### src/rtl/alu_result_stage.sv
// Registered ALU result stage: six-op WIDTH-bit ALU feeding a two-entry valid/ready buffer.
// Optional N/Z/C/V flag storage is built only when ALU_FLAGS_EN is defined.
//
//   state    | meaning
//   ---------+--------------------------------------------
//   ST_EMPTY | OUT invalid, SKID invalid
//   ST_ONE   | OUT valid, SKID invalid
//   ST_FULL  | OUT valid, SKID valid (in_ready low)
module alu_result_stage #(
  parameter int WIDTH = 8
) (
  input  logic             clk,
  input  logic             rst,
  input  logic             in_valid,
  output logic             in_ready,
  input  logic [WIDTH-1:0] a,
  input  logic [WIDTH-1:0] b,
  input  logic [2:0]       aop,
  output logic             out_valid,
  input  logic             out_ready,
  output logic [WIDTH-1:0] out_data,
  output logic             out_err,
  output logic [3:0]       out_flags
);

  localparam logic [2:0] OP_MOV  = 3'b000;
  localparam logic [2:0] OP_NOT  = 3'b001;
  localparam logic [2:0] OP_NAND = 3'b011;
  localparam logic [2:0] OP_NOR  = 3'b100;
  localparam logic [2:0] OP_SUB  = 3'b101;
  localparam logic [2:0] OP_ADD  = 3'b110;

  typedef enum logic [1:0] {
    ST_EMPTY = 2'd0,
    ST_ONE   = 2'd1,
    ST_FULL  = 2'd2
  } state_t;

  state_t state, state_nxt;

  logic             accept;
  logic             drain;
  logic             skid_valid;
  logic             load_out_new;
  logic             load_out_skid;
  logic             load_skid;

  logic [WIDTH-1:0] new_data;
  logic             new_err;

  logic [WIDTH-1:0] out_data_q;
  logic             out_err_q;
  logic [WIDTH-1:0] skid_data_q;
  logic             skid_err_q;

  // ---------------------------------------------------------------------------
  // ALU
  // ---------------------------------------------------------------------------
`ifdef ALU_FLAGS_EN
  logic [WIDTH:0] sum_w;
  logic [WIDTH:0] diff_w;
  assign sum_w  = {1'b0, a} + {1'b0, b};
  assign diff_w = {1'b0, a} - {1'b0, b};
`else
  logic [WIDTH-1:0] sum_w;
  logic [WIDTH-1:0] diff_w;
  assign sum_w  = a + b;
  assign diff_w = a - b;
`endif

  always_comb begin
    new_data = '0;
    new_err  = 1'b0;
    unique case (aop)
      OP_MOV:  new_data = a;
      OP_NOT:  new_data = ~a;
      OP_NAND: new_data = ~(a & b);
      OP_NOR:  new_data = ~(a | b);
      OP_SUB:  new_data = diff_w[WIDTH-1:0];
      OP_ADD:  new_data = sum_w[WIDTH-1:0];
      default: new_err  = 1'b1;
    endcase
  end

`ifdef ALU_FLAGS_EN
  logic [3:0] new_flags;
  logic [3:0] out_flags_q;
  logic [3:0] skid_flags_q;
  logic       flag_c;
  logic       flag_v;

  // Carry for sub is "no borrow", i.e. the inverted top bit of the widened difference.
  always_comb begin
    flag_c = 1'b0;
    flag_v = 1'b0;
    if (aop == OP_ADD) begin
      flag_c = sum_w[WIDTH];
      flag_v = (a[WIDTH-1] == b[WIDTH-1]) && (sum_w[WIDTH-1] != a[WIDTH-1]);
    end else if (aop == OP_SUB) begin
      flag_c = ~diff_w[WIDTH];
      flag_v = (a[WIDTH-1] != b[WIDTH-1]) && (diff_w[WIDTH-1] != a[WIDTH-1]);
    end
    new_flags = {new_data[WIDTH-1], (new_data == '0), flag_c, flag_v};
  end
`endif

  // ---------------------------------------------------------------------------
  // Buffer control
  // ---------------------------------------------------------------------------
  assign out_valid  = (state != ST_EMPTY);
  assign skid_valid = (state == ST_FULL);
  assign in_ready   = !rst && !skid_valid;
  assign accept     = in_valid && in_ready;
  assign drain      = out_valid && out_ready;

  always_ff @(posedge clk or posedge rst) begin
    if (rst) begin
      state <= ST_EMPTY;
    end else begin
      state <= state_nxt;
    end
  end

  always_comb begin
    state_nxt     = state;
    load_out_new  = 1'b0;
    load_out_skid = 1'b0;
    load_skid     = 1'b0;
    unique case (state)
      ST_EMPTY: begin
        if (accept) begin
          state_nxt    = ST_ONE;
          load_out_new = 1'b1;
        end
      end
      ST_ONE: begin
        if (accept && drain) begin
          load_out_new = 1'b1;
        end else if (accept) begin
          state_nxt = ST_FULL;
          load_skid = 1'b1;
        end else if (drain) begin
          state_nxt = ST_EMPTY;
        end
      end
      ST_FULL: begin
        if (drain) begin
          state_nxt     = ST_ONE;
          load_out_skid = 1'b1;
        end
      end
      default: state_nxt = ST_EMPTY;
    endcase
  end

  // ---------------------------------------------------------------------------
  // Entry storage
  // ---------------------------------------------------------------------------
  always_ff @(posedge clk or posedge rst) begin
    if (rst) begin
      out_data_q  <= '0;
      out_err_q   <= 1'b0;
      skid_data_q <= '0;
      skid_err_q  <= 1'b0;
    end else begin
      if (load_out_new) begin
        out_data_q <= new_data;
        out_err_q  <= new_err;
      end else if (load_out_skid) begin
        out_data_q <= skid_data_q;
        out_err_q  <= skid_err_q;
      end
      if (load_skid) begin
        skid_data_q <= new_data;
        skid_err_q  <= new_err;
      end
    end
  end

`ifdef ALU_FLAGS_EN
  always_ff @(posedge clk or posedge rst) begin
    if (rst) begin
      out_flags_q  <= 4'b0000;
      skid_flags_q <= 4'b0000;
    end else begin
      if (load_out_new) begin
        out_flags_q <= new_flags;
      end else if (load_out_skid) begin
        out_flags_q <= skid_flags_q;
      end
      if (load_skid) begin
        skid_flags_q <= new_flags;
      end
    end
  end

  assign out_flags = out_flags_q;
`else
  assign out_flags = 4'b0000;
`endif

  assign out_data = out_data_q;
  assign out_err  = out_err_q;

endmodule
### config.mk
export PLATFORM = sky130hd
export DESIGN_NAME = alu_result_stage
export DESIGN_NICKNAME = d
export VERILOG_FILES = /design/src/rtl/alu_result_stage.sv
export SDC_FILE = /design/constraint.sdc
export NUM_CORES = 1
export LEC_CHECK = 0
export CORE_UTILIZATION = 55
export DETAILED_ROUTE_END_ITERATION = 12
export DONT_BUFFER_PORTS = 1
export PLACE_DENSITY = 0.75
export SLEW_MARGIN = 20
export SYNTH_ARGS = -nofsm -noshare
export SYNTH_HDL_FRONTEND = slang
export SYNTH_SLANG_ARGS = --single-unit
### constraint.sdc
create_clock -name clk -period 1.43 [get_ports clk]
set_input_delay 0.0715 -clock clk [delete_from_list [all_inputs] [get_ports clk]]
set_output_delay 0.0715 -clock clk [all_outputs]
set_load 0.01 [all_outputs]
# == Word-level counts from Yosys, hierarchy flattened ==
# Index checks and enable logic that the tools add are counted.
# word_totals
ramBits,0
mem_bits_ro,0
latchBits,0
out_inout_bits,15
input_bits,23
ff_bits,20
n_memories,0
elab_cells,54
# classes
n_eq_ne,11
n_reduce_logical,12
bitwise,5
n_div,0
n_lt_le_gt_ge,0
add_sub_neg,2
n_mul,0
muxes,19
shifts,0
# ops
op,count
$pmux W8 S6,1
$not A8 Y8,3
$mux W8,2
$mux W2,5
$eq A3 B3 Y1 const B,3
$mux W1,9
$add A8 B8 Y8,1
$and A8 B8 Y8,1
$or A8 B8 Y8,1
$sub A8 B8 Y8,1
$ne A2 B2 Y1 const B,3
$pmux W2 S3,1
$reduce_or A6 Y1,1
$logic_and A1 B1 Y1,4
$reduce_and A4 Y1,1
$reduce_bool A2 Y1,2
$eq A3 B1 Y1 const B,1
$eq A3 B2 Y1 const B,1
$logic_not A3 Y1,1
$ne A3 B3 Y1 const B,1
$eq A2 B1 Y1 const B,1
$eq A2 B2 Y1 const B,1
$logic_not A1 Y1,2
$logic_not A2 Y1,1
$pmux W1 S2,1

# == Longest topological paths before layout ==
# Gate-level depths: netlist of run 1.
# logic_depth
word_depth,8
depth_mapped,12
depth_no_buf,11

# == Worst setup path before layout of run 1 ==
# No wires, ideal clock.
# synth_path
kind,input-to-reg
startpoint,in aop[0]
endpoint,"reg out_data_q[7], in the netlist out_data[7]"
setup_time_ns,0.124
required_time_ns,1.306
path_stages,11
path_buffers,2
arrival_time_ns,2.159
setup_slack_ns,-0.853
cell_sequence,buf_4 and3b_1 buf_6 mux2_2 ha_1 nand3_1 a21oi_1 a2111oi_1 xnor2_1 nor2_1 o31a_1
# synth_via
elab_chain_len,3
elab_cells_between_ends,8
# synth_rtl
element,line,source
start: declaration,18,"input logic [2:0] aop,"
"$eq A3 B3 Y1, or another cell as far along",74,unique case (aop)
$pmux W8 S6 (*),74,
$mux W8 (*),166,if (load_out_new) begin
end signal: assignment,167,out_data_q <= new_data;
end signal: assignment,170,out_data_q <= skid_data_q;
end: declaration,51,logic [WIDTH-1:0] out_data_q;
# Mark *: on every way between the ends. The rest lies on a longest branch, timed or not.
# A chain may end at the register's enable or synchronous reset.

# == Worst setup path in the final report of run 1 ==
# layout_path
startpoint,in aop[0]
endpoint,"reg out_data_q[6], in the netlist out_data[6]"
# Same word-level chain as after synthesis.

==> results.txt, run 1 <==
----------------------------------------------------
[Status]
  Result of the run ... finished with violations
  Failing checks ... setup timing

[Routing]
  Vias after detailed routing ... 1626
  Drt drc ... 0
  Average via count per standard cell ... 5.91
  First drt pass iteration count ... 4
  Post-detailed-route count of antenna-violating nets ... 0
  Number of DRC markers in iteration 0 ... 93
  Wire per inst ... 16.4 µm
  Wire length reported by the detailed router ... 4520 µm

[Clock network]
  CTS max path bufs ... 2
  Clock-pin slew of the registers on the worst-case setup and hold paths ... 0.11 ns
  H-Tree Depth ... 1
  Num Clock Sinks ... 20
  Root cell of the clock tree ... clkbuf_4
  Clk_lat worst skew ... 0.29 ns
  Number of buffers inserted during clock tree synthesis ... 3
  Clock tree from TritonCTS ... built

[Floorplan]
  DIE HEIGHT ... 58.5 µm
  Rows ... 20
  Die span in x ... 58.5 µm
  Full die area ... 3420 µm²
  Number of primary I/O pins ... 38
  Starting utilization of the core area ... 57.9%
  Core Area ... 3030 µm²

[GRT]
  Number of antenna violations at the first check in global routing ... 0
  GR Overflow Total ... 0
  Total global routing track utilization ... 27.7%
  Vias in the first global route ... 1599
  Global-route wire length before repair ... 7220 µm
  Pin count of the biggest net entering global routing ... 22

[Place]
  Global placement routability congestion ... 0.862
  Placed cell count ... 262
  Worst setup timing slack at the placement stage ... -0.750 ns
  Half-perimeter wire length after placement ... 3340 µm
  Port Buf Inserts ... 0

[Timing]
  Part of the cycle the worst path needs ... 126%
  Fin worst setup slack ... -0.365 ns
  Slew Viols, Final ... 0
  Final period demand of the worst path ... 1.80 ns
  Layout Skew ... 0.00195 ns
  Unrepaired setup endpoints after global routing ... true
  Highest achievable clock rate ... 0.557 GHz
  Final number of setup-violating endpoints ... 14
  Number of hold violations in the final report ... 0

[Worst setup path]
  CP Capture Type ... flip-flop
  Crit-path max FO ... 16
  Crit start category ... primary input
  Data required time of the critical path ... 1.62 ns
  WS Path Type ... primary input to flip-flop
  Data arrival time of the worst path ... 1.99 ns

[Synthesis]
  Most frequent cell after synthesis ... dfrtp_1
  YS warnings ... 0
  Largest cells by area after synthesis ... dfrtp_1 (29%), ha_1 (7.1%), mux2_2 (4.5%)
  Cell type with the highest aggregate area in the netlist ... dfrtp_1
  Share of flip-flops with an asynchronous set or reset ... 100%
  Distinct cell type count after synthesis ... 43
  Synthesized area per cell ... 8.64 µm²
  Netlist area before placement ... 1750 µm²
  Number of instances in the synthesized netlist ... 203
  EDFF count, synth ... 0
  Commonest cells in the netlist ... dfrtp_1 (20), nand2_1 (18), nor2_1 (15)
  Proportion of netlist area held by the largest area contributor ... 28.6%
  Flop and latch count out of synthesis ... 20
  Most used flip-flop cell after synthesis ... dfrtp_1
  Share of the yosys chip area belonging to registers ... 28.6%

[Layout]
  Share of final-layout standard cells stronger than drive strength 1 ... 32.0%
  Final Non-Filler Cells ... 275
  Number of fill cells in the layout ... 221
  Layout Utilization ... 74.7%
  Final #Nets ... 266
  Register area ... 502 µm²
  Multi-input gate area ... 1340 µm²
  Ant diodes ... 0
  Syn-to-layout area delta ... 29.0%

[Flow run]
  Max-capacitance violation count ... 0

[Hold path]
  Worst min-delay path class ... primary input to flip-flop

[Power]
  Total power consumption of the routed design ... 2.11 mW
  Lkg Pwr ... 0.999 nW
  Pwr dens ... 934 nW/µm²
  Worst IR drop on VDD ... 0.954 mV

----------------------------------------------------
registers in the layout, summed over array words and instances, names as in the netlist:
name and cells:
skid_data_q 8, skid_err_q 1, state 2, out_data 8
out_err 1
power by group:
part / switching, mW / internal [mW] / total (mW)
Combinational: 0.407 / 0.493 / 0.901
Clock: 0.162 / 0.155 / 0.318
Sequential: 0.148 / 0.744 / 0.893
through the flow:
stage	TNS [ns]	area [µm²]	hold WS (ns)
finish	-3.30	2260	0.0197
global route	-4.40	2260	0.0276
CTS	-2.66	2100	0.0353
detailed placement	-8.48	1970	0.0426
global placement	-7.72	1970	0.0366
floorplan	-6.73	1820	-0.0653
critical path: stages:
cell and delay, ns:
and3b_2 0.33, nor2_2 0.08, xnor2_2 0.23, ha_1 0.29, nor2b_1 0.15, o21ai_1 0.16, nand2b_1 0.12, a31oi_1 0.18
xor2_1 0.12, o311ai_1 0.26
logic make-up (layout without fill, tap and decap cells):
logic type | Yosys count | count (layout) | share of synthesized area (%)
muxes | 13 | 13 | 7.92
DFF | 20 | 20 | 28.6
xor gates and xnor gates | 14 | 14 | 7.00
other | 1 | 4 | 0.214
and+or+nand+nor | 54 | 54 | 14.8
AOI/OAI and AO/OA | 64 | 64 | 25.8
adders and majority gates | 11 | 11 | 8.28
buffers and inverters | 26 | 51 | 7.42
per-layer routing:
metal,track usage [%],wire length (µm)
met3,6.81,308
met2,48.6,2220
met5,0,0
met1,34.2,1900
met4,6.46,87
layout make-up:
type	count	area share (%)
Tap cell	44	2.43
Clock buffer	4	1.60
Timing Repair Buffer	33	12.2
Multi-Input combinational cell	160	59.1
Sequential cell	20	22.2
Inverter	14	2.49
path summary, 6_finish.rpt:
kind	startpoint	end	slack, ns	cells past startpoint
worst max-delay path	aop[0]	out_data[6]	-0.37	10
worst min-delay path	aop[0]	out_data[1]	0.02	3
worst max register to register	state[0]	skid_data_q[4]	-0.05	5
worst min register to register	skid_data_q[5]	out_data[5]	0.51	2
max in group asynchronous	rst	state[1]	0.88	3
min in group asynchronous	rst	skid_data_q[2]	0.32	3
what timing repair did:
item | in CTS | in global routing
gates cloned | 0 | 0
buffers inserted | 0 | 4
hold buffers | 5 | 0
gates resized for setup | 10 | 26
endpoints found under the setup margin | 15 | 17
endpoints found under the hold margin | 24 | 0
pin swaps | 1 | 16
cells in the final DEF (no fill, tap or decap), types with 3 or more instances in the layout:
cell type / count
a21o_1: 5
a21oi_1: 6
a21oi_2: 3
a22o_1: 4
a22oi_1: 7
buf_4: 24
buf_6: 4
clkbuf_4: 3
conb_1: 4
dfrtp_1: 19
dlygate4sd3_1: 5
ha_1: 7
inv_1: 13
mux2_2: 3
mux2_4: 4
mux2i_1: 6
nand2_1: 16
nand2b_1: 3
nor2_1: 12
o21ai_0: 6
o21ai_1: 5
o22ai_1: 4
xnor2_1: 7
xor2_1: 5
Power figures use the tool's default switching activity.
==> inputs of run 2 (changes only) <==
Settings changed: CORE_ASPECT_RATIO set to 2, SLEW_MARGIN 20 to 10.
==> run 2 against run 1 <==
Effect of this change:
- the run still ends with setup timing left
- non-clock buffer count decreased by 4
- maximum frequency decreased by 2.6%
- utilization decreased by 0.51 points
- design area decreased by 2.3%
- sequential share of layout area increased by 0.47 points
- power increased by 2.8%
- highest routed layer unchanged
==> results.txt, run 2 (same netlist as run 1, synthesis figures left out) <==
----------------------------------------------------
[Status]
  Result of the run ... finished with violations
  Failing checks ... setup timing

[Floorplan]
  DIE HEIGHT ... 81.8 µm (+40%)
  Number of primary I/O pins ... 38 (unchanged)
  Full die area ... 3430 µm² (+0.40%)
  Core Area ... 2980 µm² (-1.7%)
  Die span in x ... 41.9 µm (-28%)
  Starting utilization of the core area ... 58.9% (+0.97 points)
  Rows ... 28 (+40%)

[GRT]
  Number of antenna violations at the first check in global routing ... 0 (unchanged)
  Pin count of the biggest net entering global routing ... 22 (unchanged)
  Vias in the first global route ... 1679 (+5.0%)
  Total global routing track utilization ... 29.3% (+1.6 points)
  Global-route wire length before repair ... 7700 µm (+6.7%)
  GR Overflow Total ... 0 (unchanged)

[Timing]
  Layout Skew ... 0.00385 ns (+0.00190 ns)
  Part of the cycle the worst path needs ... 129% (+3.3 points)
  Number of hold violations in the final report ... 0 (unchanged)
  Unrepaired setup endpoints after global routing ... true
  Slew Viols, Final ... 0 (unchanged)
  Final number of setup-violating endpoints ... 14 (unchanged)
  Final period demand of the worst path ... 1.84 ns (+0.0475 ns)
  Highest achievable clock rate ... 0.543 GHz (-2.6%)
  Fin worst setup slack ... -0.413 ns (-0.0475 ns)

[Layout]
  Final #Nets ... 262 (-1.5%)
  Syn-to-layout area delta ... 26.0%
  Share of final-layout standard cells stronger than drive strength 1 ... 30.5% (-1.5 points)
  Most frequent standard cell in the layout excluding fill and tap cells ... buf_4
  Multi-input gate area ... 1340 µm² (unchanged)
  Non-Filler Cell Area, Final ... 2210 µm² (-2.3%)
  Register area ... 500 µm² (-0.25%)
  Number of fill cells in the layout ... 217 (-1.8%)
  Leading cell types in the layout, fill and taps excluded ... buf_4 (23), dfrtp_1 (20), nand2_1 (17), nor2_1 (12), inv_1 (12)
  Ant diodes ... 0 (unchanged)

[Clock network]
  Num Clock Sinks ... 20 (unchanged)
  Clk_lat worst skew ... 0.26 ns (-0.03 ns)
  Clock tree from TritonCTS ... built
  Root cell of the clock tree ... clkbuf_8
  Clock-pin slew of the registers on the worst-case setup and hold paths ... 0.07 ns (-0.04 ns)
  CTS max path bufs ... 2 (unchanged)
  Number of buffers inserted during clock tree synthesis ... 3 (unchanged)
  H-Tree Depth ... 1 (unchanged)

[Worst setup path]
  Crit start category ... primary input
  Highest cell delay on the worst timing path ... 0.35 ns (+0.02 ns)
  WS Path Type ... primary input to flip-flop
  Register-to-register setup slack ... 0.02 ns (+0.07 ns)
  Crit-path max FO ... 16 (unchanged)
  Master of the slowest instance on the critical path ... and3b_2
  Data arrival time of the worst path ... 1.99 ns (about the same)
  CP Cell Sequence ... and3b_2 > mux2_4 > ha_4 > nand3_2 > a21oi_2 > a2111oi_4 > xnor2_1 > nor2_1 > o31a_1
  Data required time of the critical path ... 1.58 ns (-0.04 ns)
  CP Capture Type ... flip-flop
  Number of buffer and inverter instances along the worst setup path ... 0 (unchanged)
  Delay-heaviest family, CP ... compound AO/OA/AOI/OAI gates

[Routing]
  Drt drc ... 0 (unchanged)
  First drt pass iteration count ... 4 (unchanged)
  Vias after detailed routing ... 1642 (+0.98%)
  Wire per inst ... 18.6 µm (+13%)
  Wire length reported by the detailed router ... 4750 µm (+5.2%)
  Average via count per standard cell ... 6.41 (+8.5%)
  Number of DRC markers in iteration 0 ... 52 (-44%)
  Post-detailed-route count of antenna-violating nets ... 0 (unchanged)

[Power]
  Lkg Pwr ... 0.983 nW (-1.6%)
  Total power consumption of the routed design ... 2.17 mW (+2.8%)
  Worst IR drop on VDD ... 0.477 mV (-50%)
  Pwr dens ... 983 nW/µm² (+5.3%)

[Place]
  Global placement routability congestion ... 0.815 (-5.4%)
  Placed Instance Area ... 1950 µm² (-1.3%)
  Port Buf Inserts ... 0 (unchanged)
  Half-perimeter wire length after placement ... 3590 µm (+7.4%)

[Flow run]
  Max-capacitance violation count ... 0 (unchanged)

[Hold path]
  Worst min-delay path class ... primary input to flip-flop

----------------------------------------------------
==> run 2: stage by stage <==
step           hold slack (ns)  setup slack [ns]  instances  util, %  setup TNS [ns]
2_1_floorplan          -0.0653            -0.675        206        -           -6.73
3_3_place_gp            0.0283            -0.668        247     65.3           -7.43
3_5_place_dp            0.0395            -0.844        247     65.3           -9.07
4_1_cts                 0.0129            -0.374        256     72.2           -3.42
5_1_grt                 0.0432            -0.482        256     74.2           -4.77
6_report                0.0172            -0.413        256     74.2           -3.59
==> run 2: routing by layer <==
| metal | part of all wire, % | GRT usage, % | routed length (µm) | vias up |
|---|---|---|---|---|
| met4 | 4.4 | 16.5 | 208 | 0 |
| met1 | 34 | 28.8 | 1610 | 789 |
| li1 | - | - | - | 772 |
| met3 | 4.6 | 4.62 | 219 | 19 |
| met2 | 57 | 56.3 | 2720 | 62 |
| met5 | 0 | 0 | 0 | - |
==> run 2: report_power, final <==
group	switching, mW	internal (mW)
Combinational	0.412	0.497
Sequential	0.154	0.746
Clock	0.173	0.188
==> run 2: area by class of cell <==
| type | count | area share, % |
|---|---|---|
| clock buffers | 3 | 1.87 |
| inverters | 14 | 2.55 |
| multi-input cells | 160 | 60.5 |
| flip-flops and latches | 20 | 22.7 |
| well taps | 30 | 1.70 |
| repair buffers | 29 | 10.7 |
==> run 2: what timing repair did <==
item | in CTS | in global routing
endpoints found under the setup margin | 14 | 17
hold buffers | 3 | 0
gates resized for setup | 20 | 12
buffers inserted | 3 | 1
hold endpoints to repair | 22 | 0
pin swaps | 29 | 9
==> run 2: path summary, 6_finish.rpt <==
path / start / to / depth (start not counted)
min in group asynchronous: rst / skid_err_q / 3
min reg2reg: skid_data_q[5] / out_data[5] / 2
max: aop[0] / out_data[7] / 9
max reg2reg: state[0] / skid_data_q[3] / 4
min: out_ready / state[0] / 2
max in group asynchronous: rst / skid_data_q[3] / 3
==> run 2: worst reg2reg max path, stage by stage, from the launching register on <==
cell and delay, ns:
dfrtp_1 0.42, nand2_1 0.13, nor3_2 0.20, buf_4 0.19, mux2_2 0.34
==> inputs of run 3 (changes only) <==
--- a/config.mk
+++ b/config.mk
@@ -7,2 +7,3 @@
 export LEC_CHECK = 0
+export ABC_AREA = 0
 export CORE_ASPECT_RATIO = 2
==> constraint.sdc (replaced) <==
create_clock -name clk -period 1.43 [get_ports clk]
set_input_delay 0.143 -clock clk [delete_from_list [all_inputs] [get_ports clk]]
set_output_delay 0.143 -clock clk [all_outputs]
set_load 0.01 [all_outputs]
==> run 3 against run 2 <==
Effect of this change:
- the flow still finishes with violations (setup timing)
- sequential power down 1%
- combinational power up 5.6%
- maximum frequency fell by 4.7%
- via count up 3.0%
- design area grew 4.2%
- final cell count rose by 2.0%
- clock skew is 0.0028 ns lower
- worst setup slack worse by 0.090 ns
- register-to-register slack is essentially flat
- flip-flop and latch count stayed put
- power increased by 5.3%
- critical endpoint unchanged
- largest cell class unchanged
- highest routed layer unchanged
==> results.txt, run 3 (same netlist as run 1, synthesis figures left out) <==
----------------------------------------------------
[Routing]
  Wire length reported by the detailed router ... 4850 µm (+2.1%)
  Drt drc ... 0 (unchanged)
  First drt pass iteration count ... 4 (unchanged)
  Post-detailed-route count of antenna-violating nets ... 0 (unchanged)
  Vias after detailed routing ... 1692 (+3.0%)
  Average via count per standard cell ... 6.48 (+1.1%)
  Number of DRC markers in iteration 0 ... 58 (+12%)
  Wire per inst ... 18.6 µm (+0.11%)

[GRT]
  Pin count of the biggest net entering global routing ... 22 (unchanged)
  Routing usage on met3 ... 5.27% (+0.66 points)
  Global-route wire length before repair ... 7600 µm (-1.4%)
  Number of antenna violations at the first check in global routing ... 0 (unchanged)
  Total global routing track utilization ... 29.2% (-0.12 points)
  Vias in the first global route ... 1691 (+0.71%)
  Met1 usage in global routing ... 26.5% (-2.3 points)
  Global routing usage on met2 ... 58.8% (+2.5 points)
  GR Overflow Total ... 0 (unchanged)
  Busiest grt layer ... met2

[Timing]
  Part of the cycle the worst path needs ... 135% (+6.3 points)
  Setup TNS after final layout ... -5.28 ns (-1.68 ns)
  Number of hold violations in the final report ... 0 (unchanged)
  Worst Hold Slack ... 0.0655 ns (+0.0483 ns)
  Slew Viols, Final ... 0 (unchanged)
  Final number of setup-violating endpoints ... 14 (unchanged)
  Layout Skew ... 0.00109 ns (-0.00275 ns)
  Fin worst setup slack ... -0.503 ns (-0.0902 ns)
  Highest achievable clock rate ... 0.517 GHz (-4.7%)
  Unrepaired setup endpoints after global routing ... true
  Final period demand of the worst path ... 1.93 ns (+0.0902 ns)

[Worst setup path]
  Register-to-register setup slack ... 0.02 ns (about the same)
  WS Path Type ... primary input to flip-flop
  Data required time of the critical path ... 1.58 ns (about the same)
  CP Cell Sequence ... and3b_2 > mux2_4 > ha_4 > a21oi_4 > a21oi_2 > a2111oi_4 > xnor2_2 > nor2_1 > o31a_1
  Crit start category ... primary input
  Data arrival time of the worst path ... 2.09 ns (+0.10 ns)
  CP Capture Type ... flip-flop
  Crit-path max FO ... 16 (unchanged)
  Highest cell delay on the worst timing path ... 0.36 ns (about the same)
  Master of the slowest instance on the critical path ... and3b_2

[Power]
  Total power consumption of the routed design ... 2.28 mW (+5.3%)
  Lkg Pwr ... 1.02 nW (+3.8%)
  Pwr dens ... 992 nW/µm² (+0.99%)
  Worst IR drop on VDD ... 0.535 mV (+12%)

[Flow run]
  Max-capacitance violation count ... 0 (unchanged)

[Layout]
  Final Non-Filler Cells ... 261 (+2.0%)
  Layout Utilization ... 77.3% (+3.2 points)
  Non-Filler Cell Area, Final ... 2300 µm² (+4.2%)
  Share of final-layout standard cells stronger than drive strength 1 ... 34.2% (+3.7 points)
  Final #Nets ... 266 (+1.5%)
  Most frequent standard cell in the layout excluding fill and tap cells ... buf_4
  Leading cell types in the layout, fill and taps excluded ... buf_4 (28), dfrtp_1 (19), nand2_1 (16), nor2_1 (13), inv_1 (13)
  Ant diodes ... 0 (unchanged)
  Syn-to-layout area delta ... 31.3%

[Clock network]
  CTS max path bufs ... 2 (unchanged)
  H-Tree Depth ... 1 (unchanged)
  Root cell of the clock tree ... clkbuf_8
  Clock-pin slew of the registers on the worst-case setup and hold paths ... 0.07 ns (about the same)
  Clk_lat worst skew ... 0.26 ns (about the same)
  Clock tree from TritonCTS ... built
  Number of buffers inserted during clock tree synthesis ... 3 (unchanged)
  Num Clock Sinks ... 20 (unchanged)

[Place]
  Placed cell count ... 246 (-0.40%)
  Global placement routability congestion ... 0.862 (+5.8%)
  Placed Instance Area ... 1960 µm² (+0.58%)
  Port Buf Inserts ... 0 (unchanged)
  Half-perimeter wire length after placement ... 3580 µm (-0.28%)
  Worst setup timing slack at the placement stage ... -0.831 ns (+0.0130 ns)

[Floorplan]
  Core Area ... 2980 µm² (unchanged)
  DIE HEIGHT ... 81.8 µm (unchanged)
  Number of primary I/O pins ... 38 (unchanged)
  Rows ... 28 (unchanged)
  Full die area ... 3430 µm² (unchanged)
  Starting utilization of the core area ... 58.9% (unchanged)
  Die span in x ... 41.9 µm (unchanged)

[Hold path]
  Worst min-delay path class ... primary input to flip-flop

[Status]
  Result of the run ... finished with violations
  Failing checks ... setup timing

----------------------------------------------------
[run 3: cell types whose count changed in the layout (fill, tap and decap cells not counted), sizes merged]
cell         before  now
buf              26   31
clkbuf            3    4
dlygate4sd3       3    2
[run 3: worst paths after layout]
check                          startpoint           to  cells after the start
max                                aop[0]  out_data[7]                      9
min                                aop[1]      out_err                      2
max reg2reg                      state[1]  out_data[0]                      6
min reg2reg                skid_data_q[5]  out_data[5]                      2
max in group asynchronous             rst     state[1]                      3
min in group asynchronous             rst     state[0]                      3
[run 3: repair_timing]
| action | CTS | global route |
|---|---|---|
| pin swaps | 11 | 20 |
| gates cloned | 0 | 0 |
| buffers inserted | 2 | 8 |
| gates resized for setup | 15 | 22 |
| hold endpoints to repair | 21 | 0 |
| hold buffers | 2 | 0 |
| endpoints found under the setup margin | 16 | 17 |
[run 3: final cells by class]
class	instances	area (µm²)
Clock buffer	4	55.1
Inverter	14	56.3
Tap cell	30	37.5
Timing Repair Buffer	33	273
Sequential cell	20	502
Multi-Input combinational cell	160	1380
Fill cell	209	676
[run 3: power by group]
group,switching (mW),leakage (nW),internal (mW)
Clock,0.189,0.0288,0.246
Sequential,0.143,0.251,0.746
Combinational,0.440,0.741,0.521
Total,0.772,1.02,1.51
[run 3: layer usage]
layer | routed length, µm | vias up
met4 | 193 | 0
met5 | 0 | -
met3 | 262 | 24
met1 | 1600 | 809
met2 | 2790 | 73
li1 | - | 786
[run 3: worst max-delay path: cells and delay by family]
kind,cells,cell delay [ns]
AO/OA/AOI/OAI,4,0.81
AND/OR/NAND/NOR,2,0.42
multiplexers,1,0.35
adder cells (fa/ha/maj),1,0.18
XOR/XNOR,1,0.17
